<file path="src/rtl/fdivsqrt_ctrl_if.sv">
// Request/response bundle between the execute stage, the div/sqrt datapath and its sequencer.
// The counter width is derived here so the interface and the controller agree on CountE.
interface fdivsqrt_ctrl_if #(
   parameter int DIVb      = 26,
   parameter int RADIX     = 4,
   parameter int DIVCOPIES = 2
);
   localparam int LOGR = (RADIX == 4) ? 2 : 1;
   localparam int B    = LOGR * DIVCOPIES;
   localparam int N    = (DIVb + 1 + B - 1) / B;
   localparam int CW   = $clog2(N + 1);

   logic          FDivStartE;
   logic          SqrtOpE;
   logic          SpecialCaseE;
   logic          FlushE;
   logic          StallM;
   logic          IFDivStartE;
   logic          FDivBusyE;
   logic          SqrtE;
   logic          FDivDoneE;
   logic [CW-1:0] CountE;

   modport master (
      output FDivStartE, SqrtOpE, SpecialCaseE, FlushE, StallM,
      input  IFDivStartE, FDivBusyE, SqrtE, FDivDoneE, CountE
   );

   modport slave (
      input  FDivStartE, SqrtOpE, SpecialCaseE, FlushE, StallM,
      output IFDivStartE, FDivBusyE, SqrtE, FDivDoneE, CountE
   );
endinterface

</file>
<file path="src/rtl/fdivsqrt_ctrl.sv">
// Sequencer for the iterative divide/sqrt datapath: start select, register enable,
// recurrence cycle count, latched sqrt mode and completion with stall/flush handling.
module fdivsqrt_ctrl #(
   parameter int DIVb      = 26,
   parameter int RADIX     = 4,
   parameter int DIVCOPIES = 2
) (
   input  logic           clk,
   input  logic           reset,
   fdivsqrt_ctrl_if.slave bus
);
   localparam int LOGR = (RADIX == 4) ? 2 : 1;
   localparam int B    = LOGR * DIVCOPIES;
   localparam int N    = (DIVb + 1 + B - 1) / B;
   localparam int CW   = $clog2(N + 1);

   typedef enum logic [1:0] {
      IDLE = 2'd0,
      BUSY = 2'd1,
      DONE = 2'd2
   } state_t;

   state_t        r_state;
   state_t        w_state_next;
   logic [CW-1:0] r_count;
   logic [CW-1:0] w_count_next;
   logic          r_sqrt;
   logic          w_sqrt_next;
   logic          w_accept;
   logic          w_ifdiv_start;

   always_ff @(posedge clk or posedge reset) begin
      if (reset) begin
         r_state <= IDLE;
         r_count <= '0;
         r_sqrt  <= 1'b0;
      end else begin
         r_state <= w_state_next;
         r_count <= w_count_next;
         r_sqrt  <= w_sqrt_next;
      end
   end

   // Accept is already gated by FlushE, so a flush can never raise the init select.
   always_comb begin
      w_state_next  = r_state;
      w_count_next  = r_count;
      w_sqrt_next   = r_sqrt;
      w_ifdiv_start = 1'b0;
      w_accept      = (r_state == IDLE) & bus.FDivStartE & ~bus.FlushE;

      case (r_state)
         IDLE: begin
            if (w_accept) begin
               w_sqrt_next = bus.SqrtOpE;
               if (bus.SpecialCaseE) begin
                  w_state_next = DONE;
               end else begin
                  w_state_next  = BUSY;
                  w_count_next  = CW'(N);
                  w_ifdiv_start = 1'b1;
               end
            end
         end
         BUSY: begin
            if (r_count <= CW'(1)) begin
               w_state_next = DONE;
               w_count_next = '0;
            end else begin
               w_count_next = r_count - 1'b1;
            end
         end
         DONE: begin
            if (!bus.StallM) begin
               w_state_next = IDLE;
            end
         end
         default: begin
            w_state_next = IDLE;
            w_count_next = '0;
         end
      endcase

      if (bus.FlushE) begin
         w_state_next = IDLE;
         w_count_next = '0;
      end
   end

   // Busy drops in DONE so the datapath holds its result while M is stalled.
   assign bus.IFDivStartE = w_ifdiv_start;
   assign bus.FDivBusyE   = w_ifdiv_start | (r_state == BUSY);
   assign bus.FDivDoneE   = (r_state == DONE);
   assign bus.SqrtE       = r_sqrt;
   assign bus.CountE      = r_count;
endmodule

</file>
<file path="src/flat_wrapper.sv">
// flat-port wrapper written by rule: the top's interface ports become plain ports
module fdivsqrt_ctrl_flat 
#(
   parameter int DIVb      = 26,
   parameter int RADIX     = 4,
   parameter int DIVCOPIES = 2
)
  (clk, reset, bus_FDivStartE, bus_SqrtOpE, bus_SpecialCaseE, bus_FlushE, bus_StallM, bus_IFDivStartE, bus_FDivBusyE, bus_SqrtE, bus_FDivDoneE, bus_CountE);
  fdivsqrt_ctrl_if #(.DIVb(DIVb), .RADIX(RADIX), .DIVCOPIES(DIVCOPIES)) bus_i ();
  input  logic clk;
  input  logic reset;
  input wire logic [$bits(bus_i.FDivStartE)-1:0] bus_FDivStartE;
  input wire logic [$bits(bus_i.SqrtOpE)-1:0] bus_SqrtOpE;
  input wire logic [$bits(bus_i.SpecialCaseE)-1:0] bus_SpecialCaseE;
  input wire logic [$bits(bus_i.FlushE)-1:0] bus_FlushE;
  input wire logic [$bits(bus_i.StallM)-1:0] bus_StallM;
  output wire logic [$bits(bus_i.IFDivStartE)-1:0] bus_IFDivStartE;
  output wire logic [$bits(bus_i.FDivBusyE)-1:0] bus_FDivBusyE;
  output wire logic [$bits(bus_i.SqrtE)-1:0] bus_SqrtE;
  output wire logic [$bits(bus_i.FDivDoneE)-1:0] bus_FDivDoneE;
  output wire logic [$bits(bus_i.CountE)-1:0] bus_CountE;
  assign bus_i.FDivStartE = bus_FDivStartE;
  assign bus_i.SqrtOpE = bus_SqrtOpE;
  assign bus_i.SpecialCaseE = bus_SpecialCaseE;
  assign bus_i.FlushE = bus_FlushE;
  assign bus_i.StallM = bus_StallM;
  assign bus_IFDivStartE = bus_i.IFDivStartE;
  assign bus_FDivBusyE = bus_i.FDivBusyE;
  assign bus_SqrtE = bus_i.SqrtE;
  assign bus_FDivDoneE = bus_i.FDivDoneE;
  assign bus_CountE = bus_i.CountE;
  fdivsqrt_ctrl #(.DIVb(DIVb), .RADIX(RADIX), .DIVCOPIES(DIVCOPIES)) u_core (.clk(clk), .reset(reset), .bus(bus_i));
endmodule
</file>
<file path="config.mk">
export PLATFORM = sky130hd
export DESIGN_NAME = fdivsqrt_ctrl_flat
export DESIGN_NICKNAME = d
export VERILOG_FILES = /design/src/rtl/fdivsqrt_ctrl_if.sv /design/src/rtl/fdivsqrt_ctrl.sv /design/src/flat_wrapper.sv
export SDC_FILE = /design/constraint.sdc
export NUM_CORES = 1
export LEC_CHECK = 0
export CORE_AREA = 3 3 40 42
export DETAILED_ROUTE_END_ITERATION = 8
export DIE_AREA = 0 0 43 45
export MAX_ROUTING_LAYER = met4
export PLACE_DENSITY = 0.57
export RECOVER_POWER = 100
export SLEW_MARGIN = 10
export SYNTH_ARGS = -nofsm -noshare
export SYNTH_HDL_FRONTEND = slang
export SYNTH_SLANG_ARGS = --single-unit
</file>
<file path="constraint.sdc">
create_clock -name clk -period 2.9 [get_ports clk]
set_clock_uncertainty 0.15 [all_clocks]
set_input_delay 0.29 -clock clk [delete_from_list [all_inputs] [get_ports clk]]
set_output_delay 0.29 -clock clk [all_outputs]
set_load 0.02 [all_outputs]
</file>
; After elaboration in Yosys (flattened, before gate mapping)
; Cells that the tools add are included.
[op_classes]
n_bitwise = 4
mux = 14
n_addsub = 1
n_reduce_logical = 4
eq_ne = 7
n_lt_le_gt_ge = 1
[ops]
columns = op, n
row1 = 3-bit 2-to-1 mux, 4
row2 = 2-bit 2-to-1 mux, 5
row3 = 3-bit case mux with 3 select lines, 1
row4 = "3-bit by 2-bit != test with 1-bit output, second input constant", 2
row5 = "3-bit != test, second input constant", 2
row6 = 2-bit case mux with 3 select lines, 1
row7 = 3-bit AND reduction, 2
row8 = "3-bit by 1-bit <= comparator with 1-bit output, second input constant", 1
row9 = 1-bit 2-to-1 mux, 3
row10 = "3-bit by 1-bit subtractor with 3-bit output, second input constant", 1
row11 = 1-bit AND, 2
row12 = "2-bit by 1-bit equality test with 1-bit output, second input constant", 1
row13 = "2-bit equality test, second input constant", 1
row14 = 2-bit logical NOT, 1
row15 = "2-bit != test, second input constant", 1
row16 = 2-bit AND reduction, 1
row17 = 1-bit NOT, 1
row18 = 1-bit OR, 1
[totals]
elab_cells = 34
regBits = 6

; Depth between registers and ports, before layout
[logic_depth]
depth_word = 6
depth_mapped = 5

; Least setup slack after synthesis
; No wires, ideal clock.
[synth_timing]
kind = register -> output
start = reg u_core.r_state[0]
end = out bus_IFDivStartE
t_required_ns = 2.460
path_buffers = 1
setup_slack_ns = 1.130
path_stages_with_launch = 3
t_arrival_ns = 1.330
path_cell_list = dfrtp_1 -> buf_4 -> nor4b_1
[synth_via]
elab_chain_len = 5
[synth_rtl]
columns = element, line_no
row1 = start: declaration, fdivsqrt_ctrl.sv:23  ; state_t r_state;
row2 = start signal: assignment, fdivsqrt_ctrl.sv:38  ; r_state <= w_state_next;
row3 = 2-bit logical NOT *, "fdivsqrt_ctrl.sv:50, fdivsqrt_ctrl.sv:52"
row4 = 1-bit AND (2 in a row), fdivsqrt_ctrl.sv:50  ; w_accept = (r_state == IDLE) & bus.FDivStartE & ~bus.FlushE;
row5 = 1-bit 2-to-1 mux, fdivsqrt_ctrl.sv:54  ; if (w_accept) begin
row6 = 1-bit 2-to-1 mux *, fdivsqrt_ctrl.sv:52  ; case (r_state)
row7 = end: declaration, flat_wrapper.sv:17  ; output wire logic [$bits(bus_i.IFDivStartE)-1:0] bus_IFDivStartE;
; Mark *: on every way between the ends. The rest lies on a longest branch, timed or not.

; Final worst setup path
[layout_timing]
start = in bus_FDivStartE
end = out bus_IFDivStartE
[layout_via]
elab_chain_len = 4
[layout_rtl]
columns = element, line_no
row1 = start: declaration, flat_wrapper.sv:12  ; input wire logic [$bits(bus_i.FDivStartE)-1:0] bus_FDivStartE;
row2 = 1-bit AND (2 in a row), fdivsqrt_ctrl.sv:50
row3 = 1-bit 2-to-1 mux, fdivsqrt_ctrl.sv:54
row4 = 1-bit 2-to-1 mux, fdivsqrt_ctrl.sv:52
; No other way between the ends.

==> run_results.csv <==
group,metric,value,unit
floorplan,pin_count,14,
logic_synthesis,synth-seq-area-share,37.3,%
logic_synthesis,async_reset_ff_share,100,%
logic_synthesis,synth_xor_area_share,0,%
logic_synthesis,synth_area_leaders,"dfrtp_1 37%, ha_1 6.2%, nor2_1 5.6%, a31oi_1 4.7%, inv_1 4.7%",
logic_synthesis,synth_top_area_cell,"dfrtp_1",
timing,fin_crit,2.38,ns
placement,io_buffers,13,
logic_synthesis,ys_warn_count,0,
detailed_routing,drtIter0Drc,2,
clock_network,hold_buffers,0,
grt,overflow,0,
detailed_routing,first_pass_iters,2,
setup_path,worst_setup_path_end_kind,"output port",
logic_synthesis,synth_adder_area_share,6.21,%
placement,place.gp.congestion,0.672,
worst_hold_path,hold_path.class,"in2async",
placement,post-place-ws,0.532,ns
detailed_routing,wl_per_cell,11.0,um
clock_network,clkTransAtPathRegs,0.04,ns
cells_and_area,antenna_cells,0,
setup_path,cp.required,2.46,ns
clock_network,clock-sinks,6,
logic_synthesis,synth_top_cell_area_share,37.3,%
outcome,outcome,"completed",
cells_and_area,layout_common_cells,"9 x dlygate4sd3_1, 6 x nor2_1, 6 x dfrtp_1",
logic_synthesis,synth_compound_area_share,17.7,%
cells_and_area,area_growth,36.6,%
clock_network,cts_root_buf,"clkbuf_4",
clock_network,cts_buffers,3,
floorplan,fp-row-count,13,
timing,fmax,419,MHz
cells_and_area,final_common_cell,"dlygate4sd3_1",
cells_and_area,drive_gt1_share,5.17,%
logic_synthesis,syn-cell-area,403,um2
setup_path,crit_fanout,4,
pwr,vdd_drop_max,0.363,mV
setup_path,arrival,1.94,ns
clock_network,clk_path_buf_depth,2,
floorplan,initial_core_util,31.4,%
timing,drv_slew,0,
timing,hold_ws,0.248,ns
logic_synthesis,synth-edff-count,0,
timing,relSlewSlack,74.8,%
logic_synthesis,yosysUniqueCellTypes,21,
timing,rsz0062_at_grt,"no",
setup_path,crit_type,"in2out",
clock_network,htreeDepth,1,
cells_and_area,utilization,42.8,%
pwr,p_per_area,487,nW/um2
detailed_routing,avgViaCountPerCell,5.04,
logic_synthesis,synth_mux_area_share,2.80,%
grt,antenna_found_initial,0,
logic_synthesis,synth-simple-area-share,25.5,%
floorplan,die_h,45,um
logic_synthesis,synth_seq_cells,6,
logic_synthesis,synth.net_count,54,
timing,setup_tns,0,ns
pwr,p_leak,0.236,nW
logic_synthesis,avgSynthCellArea,8.95,um2
timing,worst_pin_slew,0.368,ns
timing,setup_ws,0.516,ns
detailed_routing,vias,368,
clock_network,post_cts_resized,0,
clock_network,insertion_delay,0.24,ns
detailed_routing,routed_wl,802,um
grt,grt_max_degree,16,
cells_and_area,num-fill-cells,135,
detailed_routing,ant_nets,0,
floorplan,dieArea,1940,um2
logic_synthesis,synth-main-ff-cell,"dfrtp_1",
cells_and_area,nets,69,
floorplan,core_area,1280,um2
clock_network,cts_tree,"yes",
grt,grt_pass1_vias,336,
detailed_routing,drc,0,
clock_network,post_cts_buffers,0,
timing,setup_viol,0,
grt,grtUsageTotal,9.66,%
grt,grt_pass1_wl,1340,um
placement,hpwl,642,um
timing,finalCritPeriodShare,82.2,%
timing,hold_viol_final,0,
logic_synthesis,syn_inst,45,
floorplan,fp.dieW,43,um
run,cap_violations,0,
setup_path,start_kind,"input pin",
logic_synthesis,synth_top_family_by_area,"simple AND/OR/NAND/NOR gates",
==> registers in the layout (all words and copies together), names as in the netlist <==
signal / cells
u_core.r_state: 2
u_core.bus.CountE: 3
u_core.bus.SqrtE: 1
==> final cells by class <==
type                       count  area [um2]  share of cell area, %
inverter                       5        18.8                   3.41
sequential                     6         150                   27.3
timing repair buffer          13         130                   23.6
clock buffer                   3        22.5                   4.09
tap                           15        18.8                   3.41
multi-input combinational     31         210                   38.2
==> cell families (layout without fill, tap and decap cells) <==
| kind of cell | after synthesis | count (layout) |
|---|---|---|
| compound gates | 10 | 10 |
| flops | 6 | 6 |
| mux | 1 | 1 |
| fa+ha+maj | 2 | 2 |
| buf+inv | 8 | 21 |
| simple gates | 18 | 18 |
==> cell usage after synthesis (2+ instances only) <==
| cell | number |
|---|---|
| o211ai_1 | 2 |
| a31oi_1 | 3 |
| nand2b_1 | 2 |
| nor2b_1 | 3 |
| nor4b_1 | 2 |
| ha_1 | 2 |
| a21oi_1 | 2 |
| nor2_1 | 6 |
| inv_1 | 5 |
| nand3_1 | 2 |
| dfrtp_1 | 6 |
==> critical path, stage by stage <==
cell             delay (ns)
clkdlybuf4s50_1        0.48
nor2b_1                0.23
nor4b_1                0.23
dlygate4sd3_1          0.71
==> report_power, final <==
part	total, W	switching [W]	internal (W)
clock	0.0000737	0.0000271	0.0000466
sequential	0.000110	0.0000155	0.0000945
combinational	0.0000843	0.0000424	0.0000419
total	0.000268	0.0000850	0.000183
==> path summary, 6_finish.rpt <==
| check | start | end | slack (ns) | cells past startpoint |
|---|---|---|---|---|
| setup / recovery | bus_FDivStartE | bus_IFDivStartE | 0.52 | 4 |
| hold / removal | reset | u_core.bus.SqrtE$_DFFE_PP0P_ | 0.25 | 2 |
| setup reg to reg | u_core.bus.CountE[1]$_DFFE_PP0P_ | u_core.r_state[1]$_DFFE_PP0P_ | 1.22 | 5 |
| hold reg to reg | u_core.bus.SqrtE$_DFFE_PP0P_ | u_core.bus.SqrtE$_DFFE_PP0P_ | 0.33 | 1 |
| max in group asynchronous | reset | u_core.bus.CountE[0]$_DFFE_PP0P_ | 2.17 | 2 |
| min in group clk | u_core.bus.SqrtE$_DFFE_PP0P_ | u_core.bus.SqrtE$_DFFE_PP0P_ | 0.33 | 1 |
==> routing by layer <==
metal	part of all wire (%)	vias to the layer above	routed length (um)	global-route usage [%]
li1	-	186	-	-
met4	0	0	0	0
met5	0	-	0	-
met3	6.2	0	50	5.98
met1	45	170	364	9.78
met2	48	12	386	17.1
==> per-stage QoR <==
stage,cells,instance area (um2),total power (W)
global placement,70,528,0.000203
detailed placement,70,528,0.000203
floorplan,45,403,0.000166
finish,73,551,0.000268
global route,73,551,0.000290
CTS,73,551,0.000279
(Power assumes the default switching activity.)
